## src/rtl/ahb_req_arb.sv

```systemverilog
// Round-robin arbiter that shares one AHB master request port between NREQ
// clients, latching the winning descriptor and tracking the burst to completion.
module ahb_req_arb #(
  parameter int NREQ      = 4,
  parameter int ADDRW     = 32,
  parameter int BYTE_CNTW = 16,
  localparam int IDW      = $clog2(NREQ)
) (
  input  logic                      clk,
  input  logic                      rst,
  input  logic [NREQ-1:0]           req_i,
  input  logic [NREQ-1:0]           wr_i,
  input  logic [NREQ*ADDRW-1:0]     addr_i,
  input  logic [NREQ*BYTE_CNTW-1:0] byte_cnt_i,
  output logic [NREQ-1:0]           ack_o,
  output logic [NREQ-1:0]           done_o,
  output logic                      m_req,
  output logic                      m_wr,
  output logic [ADDRW-1:0]          m_start_addr,
  output logic [BYTE_CNTW-1:0]      m_byte_cnt,
  input  logic                      m_req_ack,
  input  logic                      m_done,
  output logic                      busy,
  output logic [IDW-1:0]            grant_id
);

  typedef enum logic [1:0] {IDLE, ISSUE, WAIT_DONE} state_t;

  state_t               state, state_nx;
  logic [IDW-1:0]       ptr, ptr_nx;
  logic [IDW:0]         pick;
  logic [IDW-1:0]       win;
  logic                 m_req_nx, m_wr_nx, busy_nx;
  logic [ADDRW-1:0]     addr_nx;
  logic [BYTE_CNTW-1:0] cnt_nx;
  logic [IDW-1:0]       grant_nx;
  logic [NREQ-1:0]      ack_nx, done_nx;

  // Returns {found, index}: first requester at or after start, wrapping mod NREQ.
  function automatic logic [IDW:0] rr_pick(input logic [NREQ-1:0] req,
                                           input logic [IDW-1:0]  start);
    logic [IDW:0] res;
    int           idx;
    res = '0;
    for (int i = NREQ - 1; i >= 0; i--) begin
      idx = (int'(start) + i) % NREQ;
      if (req[IDW'(idx)]) res = {1'b1, IDW'(idx)};
    end
    return res;
  endfunction

  function automatic logic [IDW-1:0] wrap_inc(input logic [IDW-1:0] id);
    return (id == IDW'(NREQ - 1)) ? '0 : id + 1'b1;
  endfunction

  always_comb begin
    state_nx = state;
    ptr_nx   = ptr;
    m_req_nx = m_req;
    m_wr_nx  = m_wr;
    addr_nx  = m_start_addr;
    cnt_nx   = m_byte_cnt;
    grant_nx = grant_id;
    ack_nx   = '0;
    done_nx  = '0;
    pick     = rr_pick(req_i, ptr);
    win      = pick[IDW-1:0];
    case (state)
      IDLE: begin
        // A completion pulse in flight blocks arbitration for that one cycle.
        if (pick[IDW] && (done_o == '0)) begin
          grant_nx = win;
          m_wr_nx  = wr_i[win];
          addr_nx  = addr_i[int'(win)*ADDRW +: ADDRW];
          cnt_nx   = byte_cnt_i[int'(win)*BYTE_CNTW +: BYTE_CNTW];
          if (cnt_nx != '0) begin
            m_req_nx = 1'b1;
            state_nx = ISSUE;
          end else begin
            ack_nx[win]  = 1'b1;
            done_nx[win] = 1'b1;
            ptr_nx       = wrap_inc(win);
          end
        end
      end
      ISSUE: begin
        if (m_req_ack) begin
          m_req_nx         = 1'b0;
          ack_nx[grant_id] = 1'b1;
          if (m_done) begin
            done_nx[grant_id] = 1'b1;
            ptr_nx            = wrap_inc(grant_id);
            state_nx          = IDLE;
          end else begin
            state_nx = WAIT_DONE;
          end
        end
      end
      WAIT_DONE: begin
        if (m_done) begin
          done_nx[grant_id] = 1'b1;
          ptr_nx            = wrap_inc(grant_id);
          state_nx          = IDLE;
        end
      end
      default: state_nx = IDLE;
    endcase
    busy_nx = (state_nx != IDLE);
  end

  always_ff @(posedge clk or negedge rst) begin
    if (!rst) begin
      state        <= IDLE;
      ptr          <= '0;
      m_req        <= 1'b0;
      m_wr         <= 1'b0;
      m_start_addr <= '0;
      m_byte_cnt   <= '0;
      grant_id     <= '0;
      ack_o        <= '0;
      done_o       <= '0;
      busy         <= 1'b0;
    end else begin
      state        <= state_nx;
      ptr          <= ptr_nx;
      m_req        <= m_req_nx;
      m_wr         <= m_wr_nx;
      m_start_addr <= addr_nx;
      m_byte_cnt   <= cnt_nx;
      grant_id     <= grant_nx;
      ack_o        <= ack_nx;
      done_o       <= done_nx;
      busy         <= busy_nx;
    end
  end

endmodule
```

## config.mk

```make
export PLATFORM = sky130hd
export DESIGN_NAME = ahb_req_arb
export DESIGN_NICKNAME = d
export VERILOG_FILES = /design/src/rtl/ahb_req_arb.sv
export SDC_FILE = /design/constraint.sdc
export NUM_CORES = 1
export LEC_CHECK = 0
export ABC_AREA = 1
export CELL_PAD_IN_SITES_DETAIL_PLACEMENT = 1
export CELL_PAD_IN_SITES_GLOBAL_PLACEMENT = 1
export CORE_ASPECT_RATIO = 1.2
export CORE_MARGIN = 2
export CORE_UTILIZATION = 26
export CTS_CLUSTER_SIZE = 20
export DETAILED_ROUTE_END_ITERATION = 8
export PLACE_DENSITY_LB_ADDON = 0.1
export SLEW_MARGIN = 0
export SYNTH_ARGS = -nofsm -noshare
export SYNTH_HDL_FRONTEND = slang
export SYNTH_SLANG_ARGS = --single-unit
```

## constraint.sdc

```tcl
create_clock -name clk -period 2.86 [get_ports clk]
set_input_delay 0.429 -clock clk [delete_from_list [all_inputs] [get_ports clk]]
set_output_delay 0.429 -clock clk [all_outputs]
set_load 0.005 [all_outputs]
```

==> results of run 1 <==
[worst paths after layout]
check	start	to	slack (ps)	cells after the start
setup / recovery	ptr[0]	done_o[0]	180	20
hold / removal	rst	m_start_addr[30]	210	1
setup reg to reg	ptr[0]	done_o[0]	180	20
hold reg to reg	m_start_addr[10]	m_start_addr[10]	480	2
max in group asynchronous	rst	ptr[0]	2000	1
min in group clk	m_start_addr[10]	m_start_addr[10]	480	2
[cells in the mapped netlist, types with 7 or more instances]
library cell / count
clkbuf_1: 29
dfrtp_1: 65
ha_1: 13
inv_1: 66
nand2_1: 218
nand3_1: 44
nand3b_1: 23
nor2_1: 74
o211ai_1: 14
o21ai_0: 62
o221ai_1: 16
o22ai_1: 13
or2_2: 7
[per-stage QoR]
stage	cell area (um^2)	setup TNS [ps]	utilization	setup slack [ps]
after floorplan	4600	0	-	462
after global placement	7770	-1760	0.446	-168
after detailed placement	7770	-3460	0.446	-296
after CTS	8110	0	0.465	60.9
after global routing	8280	-56.0	0.475	-22.1
final	8280	0	0.475	183
[power breakdown]
group	total (W)	internal (W)	switching (W)
Sequential	0.00171	0.00142	0.000292
Combinational	0.00851	0.00386	0.00466
Clock	0.00128	0.000843	0.000435
[worst max-delay path, stage by stage (launching register included)]
cell and delay, ps:
dfrtp_2 470, buf_4 160, nand2_1 50, nand2_1 100, nand2_1 110, nand2_2 90, o21ai_2 170, nand2_4 130
nand2_8 120, buf_12 110, buf_12 130, nand2_1 60, nand3_1 80, nand2_1 80, nor2_1 90, nand2_1 70
nor2_2 130, nand2_2 100, inv_4 100, nand3_2 80, a21oi_1 160
[layer usage]
metal | vias to the layer above | global-route usage
met3 | 28 | 0.0661
met2 | 206 | 0.392
met4 | 0 | 0.0811
met5 | - | 0
met1 | 2778 | 0.244
li1 | 2811 | -
[layout by cell type (no fill, tap or decap), types with 16 or more instances in the layout]
cell               n
o21ai_0           62
nand3_1           44
clkdlybuf4s50_1  263
buf_4             54
nand3b_1          23
nand2_1          210
o221ai_1          16
dfrtp_1           63
inv_1             65
nor2_1            70
[registers in the layout (all words and copies together) (netlist names)]
name,flops
m_wr,1
ack_o,4
busy,1
grant_id,2
m_req,1
m_byte_cnt,16
ptr,2
done_o,4
state,2
m_start_addr,32
[cell families (layout without fill, tap and decap cells)]
logic type	count (synthesis)	after routing	synth area share
simple gates	378	378	0.353
flops	65	65	0.353
mux	1	1	0.00217
buf+inv	113	412	0.103
fa+ha+maj	13	13	0.0353
compound gates	117	117	0.152
[cell type report]
type | instances | area [um^2]
fill | 2166 | 9160
tap | 220 | 275
sequential | 65 | 1630
timing repair buffer | 326 | 3200
inverter | 71 | 274
multi-input combinational | 509 | 2570
clock inverter | 6 | 108
clock buffer | 9 | 225
[repair_timing]
item	4_1_cts	5_1_grt
gates cloned	0	0
endpoints found under the setup margin	2	14
pin swaps	0	6
gates resized for setup	1	23
buffers inserted	0	13
==> flow_metrics.tcl, run 1 <==
set metrics [dict create \
    outcome "complete, no violations" \
    power_density_nw_per_um2 1390 \
    hold_buffers 0 \
    synth-seq-area-share 0.353 \
    avgRoutedWirePerCell_um 17.7 \
    criticalPathCategory "reg2reg" \
    report.final.slew_viol_count 0 \
    firstDrtPassIters 4 \
    dp_hpwl_um 16500 \
    tightest_slew_ps 910 \
    power_w 0.0115 \
    final_cells 1206 \
    worstSkewPairLatency_ps 340 \
    startpoint_type "flip-flop" \
    end_kind "flip-flop" \
    synth.avg_cell_area_um2 6.70 \
    drc 0 \
    synth_edf_count 0 \
    grtUsageTotal 0.218 \
    die_w_um 125 \
    cap_violations 0 \
    grt_pass1_vias 6312 \
    cts_made_buffers 9 \
    numPlacedInstances 1178 \
    place.gp.congestion 0.842 \
    drt-met1-wl_um 8370 \
    highest_layer "met4" \
    synth_top_cell_area_share 0.353 \
    grt_overflow_total 0 \
    htree_num_levels 3 \
    cts_tree "yes" \
    skew_ps 5.95 \
    wl_met3_um 1630 \
    drtIter0Drc 190 \
    viasPerCell 4.83 \
    clock_path_buffers 2 \
    core_um2 17400 \
    vias 5823 \
    ys.flop_type "dfrtp_1" \
    grt_max_degree 66 \
    clkSinkCount 65 \
    clk_transition_reported_paths_ps 60 \
    hold_ws_ps 213 \
    initial_core_util 0.264 \
    root_buffer "clkbuf_16" \
    synth_warnings 0 \
    die_area_um2 18800 \
    synth_nets 904 \
    hold_path_class "in2async" \
    io_buffers 264 \
    io-pin-count 265 \
    nNetsFinal 1199 \
    num_rows 53 \
    synth_area_um2 4600 \
    slew_headroom 0.393 \
    period_share 0.936 \
    setup_viol 0 \
    grt_first_pass_wirelength_um 32500 \
    detail-route-antenna-nets 0 \
    totalWireLength_um 21300 \
    layout_min_cycle_time_ps 2680 \
    ir_drop_mv 0.483 \
    worstPathMaxFanout 15 \
    arrival_ps 2940 \
    wl_met2_um 10800 \
    ys_seq_elements 65 \
    crit_required_ps 3120 \
    syn_inst 687 \
    die_h_um 150 \
    n_antenna_cell 0 \
    power.leakage_nw 3.86 \
    synthTopCellsByArea "dfrtp_1, nand2_1, o21ai_0" \
    drive_gt1_frac 0.116 \
    antenna_found_initial 0 \
    area_growth_pct 79.9 \
    yosys.area.top_type "dfrtp_1" \
    async_reset_ff_frac 1.00 \
    fmax_mhz 374 \
    synthDistinctLibCells 30 \
    hold_violations 0 \
]
Note: power is estimated with default switching activity, not from simulation.
==> run 2, diff against run 1 <==
- CAP_MARGIN: not set -> 30
- CORE_ASPECT_RATIO: 1.2 -> 2
==> flow_metrics.tcl, run 2 (same netlist as run 1, synthesis figures left out) <==
set metrics [dict create \
    worstSkewPairLatency_ps 350 \
    place.gp.congestion 0.853 \
    worstSetupStartpoint "ptr[0]" \
    clkSinkCount 65 \
    end_kind "flip-flop" \
    cap_violations 0 \
    initial_core_util 0.267 \
    detail-route-antenna-nets 0 \
    cts_made_buffers 9 \
    crit_required_ps 3100 \
    rrSetupSlack_ps 210 \
    die_area_um2 18800 \
    io-pin-count 265 \
    grt_overflow_total 0 \
    htree_num_levels 3 \
    final_common_cell "clkdlybuf4s50_1" \
    core_um2 17300 \
    reg2regPathDepth 19 \
    cts_tree "yes" \
    drc 0 \
    grt_first_pass_wirelength_um 33300 \
    r2r-end "m_req" \
    tightest_slew_ps 571 \
    fmax_mhz 377 \
    grtUsageTotal 0.226 \
    r2r_start "ptr[0]" \
    arrival_ps 2890 \
    largest_register_ffs 32 \
    postCtsSetupRepairBufs 0 \
    hold_path_class "in2async" \
    clk_transition_reported_paths_ps 60 \
    area_growth_pct 74.5 \
    avgRoutedWirePerCell_um 18.5 \
    grt_pass1_vias 6638 \
    die_h_um 192 \
    largestRegisters "m_start_addr x32, m_byte_cnt x16" \
    grt_max_degree 66 \
    top_register "m_start_addr" \
    drive_gt1_frac 0.0831 \
    rsz0062_at_grt "true" \
    nNetsFinal 1175 \
    layout_min_cycle_time_ps 2650 \
    power_density_nw_per_um2 1340 \
    worstPathMaxFanout 22 \
    period_share 0.926 \
    drtIter0Drc 171 \
    outcome "complete, no violations" \
    skew_ps 4.27 \
    vias 5754 \
    root_buffer "clkbuf_16" \
    layout_common_cells "clkdlybuf4s50_1, nand2_1, nor2_1, inv_1, dfrtp_1" \
    startpoint_type "flip-flop" \
    criticalPathCategory "reg2reg" \
    hold_ws_ps 427 \
    slew_headroom 0.619 \
    io_buffers 264 \
    totalWireLength_um 21700 \
    antenna_found_initial 1 \
    firstDrtPassIters 4 \
    num_rows 68 \
    ir_drop_mv 0.916 \
    hold_violations 0 \
    report.final.slew_viol_count 0 \
    fin_util 0.465 \
    power.leakage_nw 3.72 \
    setup_viol 0 \
    tns_ps 0 \
    die_w_um 98.1 \
    dp_hpwl_um 17000 \
    viasPerCell 4.90 \
    clock_path_buffers 2 \
]
run 2: cell count changes in the layout (fill, tap and decap cells not counted), sizes merged:
cell | before | now
buf | 62 | 38
bufinv | 3 | 1
clkbuf | 10 | 11
clkinvlp | 1 | 2
diode | 0 | 1
dlygate4sd3 | 0 | 1
run 2: layer usage:
metal	routed length (um)	track usage	up-vias
met1	7340	0.202	2725
met5	0	0	-
li1	-	-	2761
met4	864	0.107	0
met3	1290	0.0520	48
met2	12300	0.461	220
run 2: layout make-up:
| type | count | area, um^2 |
|---|---|---|
| Fill cell | 2132 | 9240 |
| Timing Repair Buffer | 302 | 3040 |
| Multi-Input combinational cell | 509 | 2530 |
| Sequential cell | 65 | 1630 |
| Inverter | 71 | 275 |
| Tap cell | 210 | 263 |
| Clock buffer | 11 | 243 |
| Clock inverter | 5 | 55.1 |
| Antenna cell | 1 | 2.50 |
run 2: repair_timing:
item                                   in CTS  in global routing
setup endpoints to repair                   0                 15
hold buffers                                0                  1
resized for setup                           0                  9
endpoints found under the hold margin       0                  3
run 2: critical path, stage by stage (launching register included):
cell      delay [ps]
dfrtp_2          480
inv_6            110
nand2_1           70
and2_1           150
or2_1            260
nand2_1           90
nand2_2           90
nand2_4          100
buf_12           160
nand2_1           80
nand3_1           80
nand2_1           80
nor2_1           100
nand2_1           70
nor2_2           150
nand2_2          120
clkinv_2         120
nand2_1           80
nand3_1           90
nand2_1           50
run 2: stage by stage:
stage	std cells	setup WS, ps	power [W]	area [um^2]
CTS	1171	37.5	0.0109	7970
global placement	1155	-168	0.00936	7670
finish	1174	210	0.0108	8030
floorplan	687	462	0.00608	4600
global route	1174	-7.82	0.0118	8030
detailed placement	1155	-229	0.00967	7670
run 2: worst max-delay path by stage:
stage | endpoint | slack, ps | cells after the start
CTS | m_req | 40 | 21
floorplan | done_o[0] | 460 | 15
finish | m_req | 210 | 19
global placement | busy | -170 | 20
global route | busy | -8 | 20
detailed placement | m_req | -230 | 22
run 2: where the power goes:
group	total (W)	switching (W)	leakage, nW	internal (W)
Sequential	0.00172	0.000303	0.805	0.00141
Combinational	0.00790	0.00451	2.77	0.00339
Clock	0.00114	0.000444	0.142	0.000696
==> run 3, diff against run 2 <==
- HOLD_SLACK_MARGIN: not set -> 0.12
==> results of run 3 <==
No change in the layout: final DEF, timing and power equal those of run 2.
